--- config.mk ---
export PLATFORM = sky130hd
export DESIGN_NAME = nibble_assembler
export DESIGN_NICKNAME = d
export VERILOG_FILES = /design/src/rtl/uart_pkg.sv /design/src/rtl/byte_fifo.sv /design/src/rtl/nibble_assembler.sv
export SDC_FILE = /design/constraint.sdc
export NUM_CORES = 1
export LEC_CHECK = 0
export ABC_AREA = 1
export CAP_MARGIN = 0
export CORE_MARGIN = 5
export CORE_UTILIZATION = 45
export CTS_CLUSTER_SIZE = 8
export DETAILED_ROUTE_END_ITERATION = 16
export GPL_TIMING_DRIVEN = 0
export PLACE_DENSITY_LB_ADDON = 0.25
export SLEW_MARGIN = 20
export SYNTH_ARGS = -nofsm -noshare
export SYNTH_HDL_FRONTEND = slang
export SYNTH_SLANG_ARGS = --single-unit
--- constraint.sdc ---
create_clock -name clk -period 3.7 [get_ports clk]
set_input_delay 0.925 -clock clk [delete_from_list [all_inputs] [get_ports clk]]
set_output_delay 0.925 -clock clk [all_outputs]
set_load 0.01 [all_outputs]
--- src/rtl/uart_pkg.sv ---
// Shared constants and launch-FSM encoding for the nibble assembler and its FIFO.
package uart_pkg;

  localparam int DEFAULT_DEPTH       = 4;
  localparam int DEFAULT_ACK_TIMEOUT = 4;

  typedef enum logic [1:0] {
    IDLE,
    LAUNCH,
    WAIT_ACK,
    WAIT_DONE
  } launch_state_t;

endpackage

--- src/rtl/byte_fifo.sv ---
// Byte ring buffer. A push while full is accepted only when a pop happens
// in the same cycle; the freed head slot receives the new byte.
module byte_fifo
  import uart_pkg::*;
#(
  parameter int DEPTH = DEFAULT_DEPTH
) (
  input  logic                   clk,
  input  logic                   reset,
  input  logic                   push,
  input  logic [7:0]             push_data,
  input  logic                   pop,
  output logic [7:0]             head,
  output logic [$clog2(DEPTH):0] count,
  output logic                   full,
  output logic                   empty
);

  localparam int AW = $clog2(DEPTH);
  localparam int CW = AW + 1;

  logic [7:0]    mem [DEPTH];
  logic [AW-1:0] wr_ptr, rd_ptr;
  logic          do_push, do_pop;

  assign full    = (count == CW'(DEPTH));
  assign empty   = (count == '0);
  assign do_pop  = pop && !empty;
  assign do_push = push && (!full || do_pop);

  // Head reads as zero when nothing is stored so stale RAM never leaks out.
  assign head = empty ? 8'h00 : mem[rd_ptr];

  // Pointers wrap naturally: DEPTH is a power of two.
  always_ff @(posedge clk or negedge reset) begin
    if (!reset) begin
      wr_ptr <= '0;
      rd_ptr <= '0;
      count  <= '0;
    end else begin
      if (do_push) wr_ptr <= wr_ptr + AW'(1);
      if (do_pop)  rd_ptr <= rd_ptr + AW'(1);
      case ({do_push, do_pop})
        2'b10:   count <= count + CW'(1);
        2'b01:   count <= count - CW'(1);
        default: ;
      endcase
    end
  end

  // Storage needs no reset; the count gates every read.
  always_ff @(posedge clk) begin
    if (do_push) mem[wr_ptr] <= push_data;
  end

endmodule

--- src/rtl/nibble_assembler.sv ---
// Pairs decoded nibbles into bytes, queues them, and hands the queue head
// to a UART transmitter through a start/busy handshake with retry.
module nibble_assembler
  import uart_pkg::*;
#(
  parameter int DEPTH       = DEFAULT_DEPTH,
  parameter int ACK_TIMEOUT = DEFAULT_ACK_TIMEOUT
) (
  input  logic                   clk,
  input  logic                   reset,
  input  logic [3:0]             nibble_in,
  input  logic                   nibble_valid,
  input  logic                   tx_busy,
  output logic [7:0]             byte_out,
  output logic                   tx_start,
  output logic [$clog2(DEPTH):0] count,
  output logic                   full,
  output logic                   overflow
);

  localparam int TW = $clog2(ACK_TIMEOUT + 1);

  logic          half;
  logic [3:0]    low_nib;
  logic          byte_done;
  logic [7:0]    byte_asm;
  logic          pop;
  logic          fifo_empty;
  launch_state_t state, state_nxt;
  logic [TW-1:0] ack_cnt, ack_cnt_nxt;

  // The second nibble of a pair completes the byte in its own strobe cycle.
  assign byte_done = nibble_valid && half;
  assign byte_asm  = {nibble_in, low_nib};

  // Half flag toggles per strobe; the low nibble waits here for its partner.
  always_ff @(posedge clk or negedge reset) begin
    if (!reset) begin
      half    <= 1'b0;
      low_nib <= '0;
    end else if (nibble_valid) begin
      half <= !half;
      if (!half) low_nib <= nibble_in;
    end
  end

  // Sticky overflow: a finished byte found the queue full with no pop to make room.
  always_ff @(posedge clk or negedge reset) begin
    if (!reset)                          overflow <= 1'b0;
    else if (byte_done && full && !pop)  overflow <= 1'b1;
  end

  byte_fifo #(.DEPTH(DEPTH)) u_fifo (
    .clk       (clk),
    .reset     (reset),
    .push      (byte_done),
    .push_data (byte_asm),
    .pop       (pop),
    .head      (byte_out),
    .count     (count),
    .full      (full),
    .empty     (fifo_empty)
  );

  // Launch FSM state and ack-timeout counter.
  always_ff @(posedge clk or negedge reset) begin
    if (!reset) begin
      state   <= IDLE;
      ack_cnt <= '0;
    end else begin
      state   <= state_nxt;
      ack_cnt <= ack_cnt_nxt;
    end
  end

  // Launch sequencing: the head stays queued until the transmitter finishes,
  // so a missed acknowledge simply relaunches the same byte.
  always_comb begin
    state_nxt   = state;
    ack_cnt_nxt = ack_cnt;
    tx_start    = 1'b0;
    pop         = 1'b0;
    case (state)
      IDLE: begin
        if (!fifo_empty && !tx_busy) state_nxt = LAUNCH;
      end
      LAUNCH: begin
        tx_start    = 1'b1;
        ack_cnt_nxt = '0;
        state_nxt   = WAIT_ACK;
      end
      WAIT_ACK: begin
        if (tx_busy)                              state_nxt   = WAIT_DONE;
        else if (ack_cnt == TW'(ACK_TIMEOUT - 1)) state_nxt   = IDLE;
        else                                      ack_cnt_nxt = ack_cnt + TW'(1);
      end
      WAIT_DONE: begin
        if (!tx_busy) begin
          pop       = 1'b1;
          state_nxt = IDLE;
        end
      end
      default: state_nxt = IDLE;
    endcase
  end

endmodule

=== Word level (Yosys, flattened, before mapping) ===
Memories as Yosys holds them, arrays and structs flattened.
Cells that the tools add are included.

* $add $sub $neg: 5
* Equality and inequality tests: 12
* Mux-type cells: 15
* Bitwise gates (word level): 1
* Reductions and logical operators: 19

{| class="wikitable"
|+ Operators with widths
! cell !! number
|-
| $pmux 3 s2 || 2
|-
| $mux 2 || 4
|-
| $mux 8 || 1
|-
| $ne 2x2->1 const B || 4
|-
| $pmux 2 s4 || 1
|-
| $add 3x1->3 const B || 2
|-
| $eq 2x2->1 const B || 3
|-
| $logic_and 1x1->1 || 6
|-
| $mux 3 || 2
|-
| $reduce_and 3->1 || 2
|-
| $logic_not 1->1 || 5
|-
| $mux 1 || 5
|-
| $add 2x1->2 const B || 2
|-
| $eq 2x1->1 const B || 2
|-
| $reduce_bool 2->1 || 2
|-
| $eq 3x2->1 const B || 1
|-
| $eq 3x3->1 const B || 1
|-
| $logic_not 3->1 || 1
|-
| $ne 3x3->1 const B || 1
|-
| $sub 3x1->3 const B || 1
|-
| $logic_not 2->1 || 1
|-
| $reduce_and 2->1 || 1
|-
| $logic_or 1x1->1 || 1
|-
| $not 1->1 || 1
|}

* Register bits after elaboration: 18
* Bits in writable memories: 32
* Input bits: 8
* Output and inout bits: 14
* Word-level logic and storage cells: 61
* Memories kept: 1

{| class="wikitable"
|+ Memory list
! name !! depth !! width !! read ports !! clocked after Yosys merged registers in !! wr ports !! RTL line !! text
|-
| u_fifo.mem || 4 || 8 || 1 || 0 || 1 || byte_fifo.sv:22 || <nowiki>logic [7:0] mem [DEPTH];</nowiki>
|}

=== Longest topological paths before layout ===
* Word-level depth: 7
* Mapped depth: 9

=== Cells and area by module ===
A second synthesis with hierarchy kept.

* Cells, all modules: 244
* Area, all modules: 2392.3 um^2

{| class="wikitable"
|+ By module, submodules not included
! module !! times used !! cells an instance !! area an instance (um^2)
|-
| byte_fifo || 1 || 185 || 1844.3
|-
| nibble_assembler || 1 || 59 || 548.0
|}

=== Worst setup path after synthesis ===
No wires, ideal clock.

* Path kind: input-to-reg
* From: in nibble_valid
* To: mem u_fifo.mem[0][0] (enable)
* Setup time: 0.371 ns
* Arrival: 1.665 ns
* Slack: 1.665 ns
* Stages: 4
* Cells stage by stage: nand2_1 > inv_1 > o21ai_4 > nor2_1

* Cells in the longest elaborated chain, start to end: 4

{| class="wikitable"
|+ RTL lines
! what !! RTL line !! text
|-
| start: declaration || nibble_assembler.sv:12 || <nowiki>input logic nibble_valid,</nowiki>
|-
| $logic_and 1x1->1 || nibble_assembler.sv:33 || <nowiki>assign byte_done = nibble_valid && half;</nowiki>
|-
| $logic_and 1x1->1 || byte_fifo.sv:29 || <nowiki>assign do_push = push && (!full || do_pop);</nowiki>
|-
| $mux 1 || byte_fifo.sv:53 || <nowiki>if (do_push) mem[wr_ptr] <= push_data;</nowiki>
|-
| $mux 1 (implied by the code) || byte_fifo.sv:53 ||
|-
| end: declaration || byte_fifo.sv:22 ||
|}

No other way between the ends.

=== Worst setup path in the final report ===
* From: reg u_fifo.rd_ptr[0]
* To: out byte_out[4]

* Cells in the longest elaborated chain, start to end: 2

{| class="wikitable"
|+ RTL lines
! what !! RTL line !! text
|-
| start: declaration || byte_fifo.sv:23 || <nowiki>logic [AW-1:0] wr_ptr, rd_ptr;</nowiki>
|-
| start signal: assignment || byte_fifo.sv:42 || <nowiki>if (do_pop) rd_ptr <= rd_ptr + AW'(1);</nowiki>
|-
| $mem_v2 4x8 || -- ||
|-
| $mux 8 || byte_fifo.sv:32 || <nowiki>assign head = empty ? 8'h00 : mem[rd_ptr];</nowiki>
|-
| end: declaration || nibble_assembler.sv:14 || <nowiki>output logic [7:0] byte_out,</nowiki>
|}

No other way between the ends.

==> results.toml <==
[timing]
hold_viol_final = 0
tns_ns = 0
rsz0062_at_grt = "no"
max_freq_mhz = 329
period_share = 0.822
worstMarginPinSlew_ns = 0.874
slew_violations = 0
fin_crit_ns = 3.04
setup_violations = 0
relSlewSlack = 0.416
fin_skew_ns = 0.00573

[worst_setup_path]
r2r-start = "state[0]"
crit_path_start = "u_fifo.rd_ptr[0]"
end_kind = "primary output"
worstPathMaxFanout = 10
cp.required_ns = 2.77
reg2reg_slack_ns = 1.86
rr_endpoint = "u_fifo.mem[3][5]"
r2r_cells = 4
crit_type = "reg2out"
worstPathArrival_ns = 2.12
start_kind = "flop"

[hold_path]
hold_depth = 1
hold_path.class = "reg2reg"
hold_start = "overflow"
min_to = "overflow"

[grt]
antenna_found_initial = 0
grtUsageTotal = 0.142
grt.met3_usage = 0.0235
grt_overflow_total = 0
busiest_layer = "met2"
use_met2 = 0.232
grt_pass1_wl_mm = 6.81
grt_start_max_net_pins = 19
grt_use_met1 = 0.192
grt_pass1_vias = 1409

[power_and_ir_drop]
p_comb_frac = 0.438
p_int_w = 0.00139
switchingPower_w = 0.000805
clkPwrFrac = 0.168
p_leak_nw = 1.08
pwr-share-seq = 0.394
power.share.switching = 0.366
powerDensity_nw_per_um2 = 834
vdd_drop_max_v = 0.000367

[floorplanning]
dieArea_sq_um = 6480
initial_core_util = 0.467
die_w_microns = 80.5
core_sq_um = 4790
io_pins = 22
die_h_microns = 80.5
num_rows = 25

[clocking]
cts.clk_slew.worst_paths_ns = 0.09
cts.sinks = 50
clock_path_buffers = 2
htree_num_levels = 2
cts.repair.resized = 0
numCtsBuffers = 5
cts-root-buf = "clkbuf_8"
post_cts_buffers = 0
worstSkewPairLatency_ns = 0.29
cts_hold_buf = 0
tritoncts = "yes"

[layout]
most-common-layout-cells = "42 x nor2_1, 32 x edfxtp_1, 22 x inv_1"
final_common_cell = "nor2_1"
n_antenna_cell = 0
num-nets-final = 242
drive_gt1_frac = 0.118
fillers = 417
syn_to_final_growth_pct = 17.9
fin_util = 0.551

[logic_synthesis]
ys_warn_count = 0
synth_cell_type_count = 28
synth_nets = 214
synth_area_per_cell_sq_um = 11.2
seq_area_frac_synth = 0.632
ys_seq_elements = 50
synth.cell_area_sq_um = 2230
synth_cells = 199

[drt]
drtIter0Drc = 62
vias = 1393
drt-total-wl_mm = 4.10
dr.pass1.iters = 4
post_drt_wl_per_cell_microns = 13.9
post-route-drc-count = 0
postRouteAntennaNets = 0
via_per_inst = 4.72

[placed_design]
detailed_place_hpwl_mm = 2.83
routabilityCongestion = 0.777
port_buffers = 21

[flow_run]
cap_violations = 0

[status]
status = "complete, no violations"
==> cell families (layout without fill, tap and decap cells) <==
kind of cell               count (synthesis)  after routing  share of synthesized area
buffers and inverters                     27             56                     0.0487
xor gates and xnor gates                   3              3                     0.0118
DFF                                       50             50                      0.632
muxes                                      4              4                     0.0202
AOI/OAI and AO/OA                         34             34                     0.0846
and+or+nand+nor                           74             74                      0.161
adders and majority gates                  7              7                     0.0426
==> sequential cells by signal, summed over array words and instances, names as in the netlist <==
register and flops:
low_nib 4, u_fifo.mem 32, ack_cnt 3, overflow 1, u_fifo.count 3, half 1, state 2, u_fifo.wr_ptr 2
u_fifo.rd_ptr 2
==> power groups by stage <==
stage	sequential (W)	clock [W]	combinational (W)
after floorplan	0.000865	0	0.000604
after global placement	0.000871	0	0.000951
after detailed placement	0.000878	0	0.000979
after CTS	0.000867	0.000375	0.000981
after global routing	0.000886	0.000402	0.00109
final	0.000866	0.000369	0.000962
==> per-stage QoR <==
step           setup WS (ns)  instance area (sq um)  std cells  hold slack, ns  total power, W
5_1_grt                0.484                   2640        295           0.520         0.00238
2_1_floorplan           1.66                   2230        199           0.446         0.00147
4_1_cts                0.620                   2640        295           0.500         0.00222
6_report               0.658                   2640        295           0.495         0.00220
3_5_place_dp           0.753                   2530        287           0.480         0.00186
3_3_place_gp           0.784                   2530        287           0.460         0.00182
==> critical path: stages, from the launching register on <==
cell and delay (ns):
dfrtp_1 0.36, buf_2 0.18, inv_2 0.17, clkbuf_2 0.25, o21ai_0 0.12, a21oi_1 0.18, clkdlybuf4s50_1 0.56
==> cell usage after synthesis (all sizes together) <==
master,instances,area share
nor2,44,0.085
edfxtp,32,0.43
inv,23,0.039
nand2,23,0.048
o21ai,19,0.048
dfrtp,18,0.20
a21oi,12,0.027
ha,6,0.034
nand3,5,0.022
mux2,4,0.020
buf,3,0.0078
xor2,3,0.012
a31o,1,0.0039
clkbuf,1,0.0022
fa,1,0.0090
nand4,1,0.0028
nor3b,1,0.0034
o21a,1,0.0034
o22ai,1,0.0028
==> area by class of cell <==
cell class	count	area, sq um	share of cell area
Tap cell	67	83.8	0.0318
Sequential cell	50	1410	0.536
Timing Repair Buffer	21	210	0.0798
Inverter	23	86.3	0.0328
Buffer	4	22.5	0.00855
Clock buffer	7	76.3	0.0290
Multi-Input combinational cell	122	714	0.271
Clock inverter	1	30.0	0.0114
==> metal layers <==
layer / wire length [microns] / part of all wire
met1: 1890 / 0.46
met2: 2020 / 0.49
met3: 140 / 0.034
met4: 48 / 0.012
met5: 0 / 0
==> how the worst max path moves through the flow <==
stage,endpoint
6_report,byte_out[4]
5_1_grt,byte_out[5]
4_1_cts,byte_out[4]
3_5_place_dp,u_fifo.mem[1][5]
3_3_place_gp,u_fifo.mem[3][6]
2_1_floorplan,u_fifo.mem[0][0]
(Power assumes the default switching activity.)
